--- src/rtl/mips150_mem_unit_pkg.sv ---
// Shared encodings for the MIPS150 memory unit: load mask codes, MemWrite codes,
// FSM states and access-size helpers.
package mips150_mem_unit_pkg;

  localparam logic [2:0] MASK_LB  = 3'b000;
  localparam logic [2:0] MASK_LH  = 3'b001;
  localparam logic [2:0] MASK_LW  = 3'b010;
  localparam logic [2:0] MASK_LBU = 3'b011;
  localparam logic [2:0] MASK_LHU = 3'b100;

  localparam logic [1:0] MW_NONE = 2'b00;
  localparam logic [1:0] MW_SB   = 2'b01;
  localparam logic [1:0] MW_SH   = 2'b10;
  localparam logic [1:0] MW_SW   = 2'b11;

  typedef enum logic {ST_IDLE = 1'b0, ST_WAIT = 1'b1} state_e;

  typedef enum logic [1:0] {SZ_BYTE = 2'd0, SZ_HALF = 2'd1, SZ_WORD = 2'd2} size_e;

  function automatic size_e load_size(input logic [2:0] m);
    case (m)
      MASK_LB, MASK_LBU: return SZ_BYTE;
      MASK_LH, MASK_LHU: return SZ_HALF;
      default:           return SZ_WORD;
    endcase
  endfunction

  function automatic size_e store_size(input logic [1:0] mw);
    case (mw)
      MW_SB:   return SZ_BYTE;
      MW_SH:   return SZ_HALF;
      default: return SZ_WORD;
    endcase
  endfunction

  function automatic logic is_misaligned(input size_e sz, input logic [1:0] off);
    case (sz)
      SZ_HALF: return off[0];
      SZ_WORD: return off != 2'b00;
      default: return 1'b0;
    endcase
  endfunction

endpackage

--- src/rtl/mips150_load_extract.sv ---
// Combinational load extractor: picks the byte/half lane named by offset and
// sign- or zero-extends it according to the load mask.
module mips150_load_extract
  import mips150_mem_unit_pkg::*;
(
  input  logic [2:0]  mask,
  input  logic [1:0]  offset,
  input  logic [31:0] rdata,
  output logic [31:0] data
);

  logic [7:0]  b;
  logic [15:0] h;

  always_comb begin
    b = rdata[8*offset +: 8];
    h = offset[1] ? rdata[31:16] : rdata[15:0];
    case (mask)
      MASK_LB:  data = {{24{b[7]}}, b};
      MASK_LH:  data = {{16{h[15]}}, h};
      MASK_LBU: data = {24'd0, b};
      MASK_LHU: data = {16'd0, h};
      default:  data = rdata;
    endcase
  end

endmodule

--- src/rtl/mips150_mem_unit.sv ---
// MIPS150 memory-stage unit: byte-enable stores issued combinationally, loads
// waited on in a two-state FSM with timeout, misalignment and bus-error flags.
module mips150_mem_unit
  import mips150_mem_unit_pkg::*;
#(
  parameter int TIMEOUT_CYCLES = 255,
  parameter int TO_W           = 8
) (
  input  logic        clk,
  input  logic        rst,
  input  logic        req_valid,
  output logic        req_ready,
  input  logic        load,
  input  logic [2:0]  mask,
  input  logic [1:0]  mem_write,
  input  logic [31:0] addr,
  input  logic [31:0] wdata,
  output logic        stall,
  output logic        mem_en,
  output logic [3:0]  mem_we,
  output logic [29:0] mem_addr,
  output logic [31:0] mem_wdata,
  input  logic        mem_rvalid,
  input  logic [31:0] mem_rdata,
  output logic [31:0] load_data,
  output logic        load_valid,
  output logic        misaligned,
  output logic        bus_err,
  output logic [31:0] exc_addr
);

  localparam logic [TO_W-1:0] TO_LAST = TO_W'(TIMEOUT_CYCLES - 1);

  state_e          state, state_nxt;
  logic [2:0]      mask_q;
  logic [1:0]      off_q;
  logic [31:0]     addr_q;
  logic [TO_W-1:0] cnt;

  logic        is_store, is_load, mis, fire;
  logic        acc_store, acc_load, flag_mis, got_data, timed_out;
  logic [31:0] ext;

  mips150_load_extract u_extract (
    .mask   (mask_q),
    .offset (off_q),
    .rdata  (mem_rdata),
    .data   (ext)
  );

  // A store takes priority over a simultaneous load; unknown masks never access.
  always_comb begin
    is_store  = mem_write != MW_NONE;
    is_load   = load && !is_store && (mask <= MASK_LHU);
    mis       = is_store ? is_misaligned(store_size(mem_write), addr[1:0])
                         : is_misaligned(load_size(mask), addr[1:0]);
    fire      = !rst && (state == ST_IDLE) && req_valid;
    acc_store = fire && is_store && !mis;
    acc_load  = fire && is_load && !mis;
    flag_mis  = fire && (is_store || is_load) && mis;
    got_data  = (state == ST_WAIT) && mem_rvalid;
    timed_out = (state == ST_WAIT) && !mem_rvalid && (cnt == TO_LAST);
  end

  always_comb begin
    state_nxt = state;
    req_ready = (state == ST_IDLE);
    stall     = (state == ST_WAIT);
    mem_en    = acc_store || acc_load;
    mem_we    = 4'b0000;
    mem_addr  = addr[31:2];
    case (mem_write)
      MW_SB:   mem_wdata = {4{wdata[7:0]}};
      MW_SH:   mem_wdata = {2{wdata[15:0]}};
      default: mem_wdata = wdata;
    endcase
    if (acc_store) begin
      case (mem_write)
        MW_SB:   mem_we = 4'b0001 << addr[1:0];
        MW_SH:   mem_we = addr[1] ? 4'b1100 : 4'b0011;
        default: mem_we = 4'b1111;
      endcase
    end
    case (state)
      ST_IDLE: if (acc_load) state_nxt = ST_WAIT;
      ST_WAIT: if (got_data || timed_out) state_nxt = ST_IDLE;
      default: state_nxt = ST_IDLE;
    endcase
  end

  always_ff @(posedge clk) begin
    if (rst) begin
      state      <= ST_IDLE;
      mask_q     <= MASK_LB;
      off_q      <= 2'b00;
      addr_q     <= 32'd0;
      cnt        <= '0;
      load_data  <= 32'd0;
      load_valid <= 1'b0;
      misaligned <= 1'b0;
      bus_err    <= 1'b0;
      exc_addr   <= 32'd0;
    end else begin
      state      <= state_nxt;
      load_valid <= got_data;
      misaligned <= flag_mis;
      bus_err    <= timed_out;
      if (acc_load) begin
        mask_q <= mask;
        off_q  <= addr[1:0];
        addr_q <= addr;
        cnt    <= '0;
      end else if (state == ST_WAIT && cnt != TO_LAST) begin
        cnt <= cnt + 1'b1;
      end
      if (got_data) load_data <= ext;
      if (flag_mis) exc_addr <= addr;
      else if (timed_out) exc_addr <= addr_q;
    end
  end

endmodule

--- config.mk ---
export PLATFORM = sky130hd
export DESIGN_NAME = mips150_mem_unit
export DESIGN_NICKNAME = d
export VERILOG_FILES = /design/src/rtl/mips150_mem_unit_pkg.sv /design/src/rtl/mips150_load_extract.sv /design/src/rtl/mips150_mem_unit.sv
export SDC_FILE = /design/constraint.sdc
export NUM_CORES = 1
export LEC_CHECK = 0
export ABC_CLOCK_PERIOD_IN_PS = 3630
export BUFFER_PORTS_ARGS = -buffer_cell sky130_fd_sc_hd__buf_2
export CAP_MARGIN = 20
export CORE_MARGIN = 5
export CORE_UTILIZATION = 48
export DETAILED_ROUTE_END_ITERATION = 8
export PLACE_DENSITY = 0.9
export SLEW_MARGIN = 20
export SYNTH_ARGS = -nofsm -noshare
export SYNTH_HDL_FRONTEND = slang
export SYNTH_SLANG_ARGS = --single-unit
export TNS_END_PERCENT = 5
--- constraint.sdc ---
create_clock -name clk -period 3.63 [get_ports clk]
set_input_delay 0.1815 -clock clk [delete_from_list [all_inputs] [get_ports clk]]
set_output_delay 0.1815 -clock clk [all_outputs]
set_load 0.01 [all_outputs]
==> summary.txt <==
Critical path
  – Worst reg-to-reg setup slack: 1.09 ns
  – Worst setup EP type: register
  – Setup CP Type: register to register
  – Slowest-stage cell, CP: dfxtp_1
  – Crit-path max cell delay: 0.84 ns
  – CP startpoint kind: register
  – Crit-path max FO: 24
  – R2R Path Start: mask_q[0]$_SDFFE_PP0P_
  – Required time of the critical path: 3.87 ns
  – CP cell instances: nor2b_1 > nand3b_1 > a211oi_1 > a21oi_1 > a32o_1
  – CP bufs+invs: 0
  – FF-to-FF End: load_data[1]$_SDFFE_PP0P_
  – R2R cell count: 5
  – Critical path's top delay family: flip-flops
  – Arrival time at the worst endpoint: 2.79 ns

Die
  – Initial Util: 48.6%
  – I/O pin cnt: 242
  – Number of core rows: 41
  – Die Footprint: 0.0151 mm^2
  – Die W: 123 um
  – Core area: 0.0126 mm^2
  – Die Ht: 123 um

Placement
  – Placed cell area: 0.00704 mm^2
  – RePlAce Congestion: 0.924
  – HPWL after detailed placement: 13.2 mm
  – Port bufs: 241

Clock tree
  – CTS Buf Count: 9
  – Cts repair resizes: 0
  – CTS Root Cell: clkbuf_16
  – CTS tree: done
  – CTS sink count: 111
  – H-tree depth: 3
  – Worst-path clk slew: 0.09 ns
  – Worst-skew pair later-pin latency: 0.36 ns
  – Post-CTS Setup Inserts: 0
  – Hold buffer count at CTS: 0
  – CTS max path bufs: 2

Synthesis
  – Post-synth ARST share: 0%
  – Syn Nets: 884
  – Post-Syn Area: 0.00611 mm^2
  – Synth warnings: 0
  – Post-synth cell types: 48
  – Top post-synthesis cells by area: dfxtp_1 (36%), a211oi_1 (7.1%), nand2_1 (7.1%), a21oi_1 (5.6%), buf_4 (5.5%)
  – Most instantiated cells after synthesis: nand2_1 (116), dfxtp_1 (111), a21oi_1 (68)
  – Post-synth EDFFs: 0
  – Top-area cell type share of the netlist area: 36.3%
  – Cells after Synth: 772
  – Synth area leader: dfxtp_1
  – Most used DFF post-synth: dfxtp_1
  – Syn avg cell area: 7.92 um^2
  – Number of synthesized register bits: 111
  – Most instantiated library cell after synthesis: nand2_1
  – Sequential element share of the synthesized area: 36.3%

STA
  – Clk_skew: 0.0144 ns
  – RSZ-0062 raised after global routing: no
  – Slew headroom: 33.6%
  – Final setup violation count: 0
  – Final Cycle Share: 70.1%
  – Worst Tran Pin Value: 0.995 ns
  – Final Max Slew Viols: 0
  – Worst hold margin: 0.0715 ns
  – FMAX: 393 MHz
  – Setup TNS: 0 ns
  – Fin. Hold Viols: 0
  – Tmin final: 2.54 ns

Pwr
  – PwrDens: 369 mW/mm^2
  – P_leak: 3.19 nW
  – Maximum vdd drop: 207 uV

Layout
  – Post-route cell area: 0.00736 mm^2
  – Nets: 1048
  – Area growth, synth to finish: 20.4%
  – Antenna diode count: 0
  – Share of layout cells above drive strength 1: 30.0%
  – Utilization after layout: 58.5%

Routing
  – Via count: 6227
  – Routed len/inst: 16.7 um
  – Drt pass-1 iters: 5
  – Drc violations: 0
  – Initial detailed-routing violation count: 743
  – Via density per instance: 5.59
  – Post-route ant nets: 0
  – Post-Route WL: 18.6 mm

Global routing
  – GRT Util Overall: 23.8%
  – Vias in the first global route: 5644
  – First-pass GRT wire length: 28.7 mm
  – Grt total ovfl: 0
  – Initial antenna violation count: 0
  – Largest net degree at the start of global routing: 106

Min path
  – Hold_sp: addr[19]
  – Worst min-delay path class: primary input to register
  – Worst Hold End: addr_q[19]$_SDFFE_PP0P_
  – Hold Path Depth: 3

Run status
  – Status: finished, final reports clean

Flow run
  – Max cap viols: 0
==> per-stage QoR <==
stage	setup slack (ns)	power, mW	std cells
2_1_floorplan	1.84	1.55	772
3_3_place_gp	1.14	1.71	1096
3_5_place_dp	1.03	1.72	1096
4_1_cts	1.13	2.72	1112
6_report	1.09	2.72	1113
5_1_grt	0.904	2.83	1113
==> cells by family after synthesis <==
family                     after synthesis  share of synthesized area [%]
xor gates and xnor gates                 6                          0.860
and+or+nand+nor                        256                           19.6
adders and majority gates                6                           1.23
AOI/OAI and AO/OA                      241                           28.2
muxes                                    6                           1.04
buffers and inverters                  146                           12.8
DFF                                    111                           36.3
==> state kept, by name, indices dropped and copies added (netlist names) <==
signal      cells
off_q           1
addr_q         31
load_data      32
bus_err         1
stall           1
cnt             8
load_valid      1
exc_addr       32
misaligned      1
mask_q          3
==> per-layer routing <==
layer	track usage (%)	part of all wire, %
met2	36.6	47
met3	4.24	7.6
met4	8.61	2.4
met5	0	0
met1	33.4	43
==> cell type report <==
class                      instances  area, um^2
clock buffer                       9         225
clock inverter                     7        86.3
fill                            1106        5210
inverter                          45         169
multi-input combinational        515        3120
sequential                       111        2220
tap                              172         215
timing repair buffer             254        1320
==> where the power goes <==
| part | internal, mW | switching, mW | total (mW) |
|---|---|---|---|
| logic | 0.183 | 0.258 | 0.441 |
| registers | 1.24 | 0.0126 | 1.25 |
| clock network | 0.503 | 0.521 | 1.02 |
==> placed cells by master (no fill, tap or decap), types with 4 or more instances in the layout <==
cell type,instances
a211oi_1,58
a21oi_1,68
a221oi_1,38
a22o_1,8
a22oi_1,9
a32o_1,7
a32oi_1,7
and2_1,6
buf_2,240
buf_4,12
clkbuf_16,9
dfxtp_1,111
ha_1,6
inv_1,45
inv_8,4
nand2_1,116
nand2b_1,11
nand3_1,10
nor2_1,53
nor2b_1,38
nor3_1,9
o21a_1,9
o21ai_0,15
o22ai_1,8
xor2_1,4
==> worst register-to-register path: stages (launching register included) <==
cell      delay, ns
dfxtp_1        0.84
nor2b_1        0.18
nand3b_1       0.58
a211oi_1       0.47
a21oi_1        0.08
a32o_1         0.29
==> worst max path at each step <==
stage | startpoint | endpoint | depth (start not counted)
finish | mask_q[0]$_SDFFE_PP0P_ | load_data[1]$_SDFFE_PP0P_ | 5
global route | mask_q[0]$_SDFFE_PP0P_ | load_data[0]$_SDFFE_PP0P_ | 5
detailed placement | mem_write[0] | exc_addr[16]$_SDFFE_PP0P_ | 9
global placement | mem_write[0] | exc_addr[11]$_SDFFE_PP0P_ | 9
floorplan | cnt[1]$_SDFFE_PP0P_ | exc_addr[1]$_SDFFE_PP0P_ | 6
CTS | stall$_SDFF_PP0_ | mem_en | 5
Note: power is estimated with default switching activity, not from simulation.
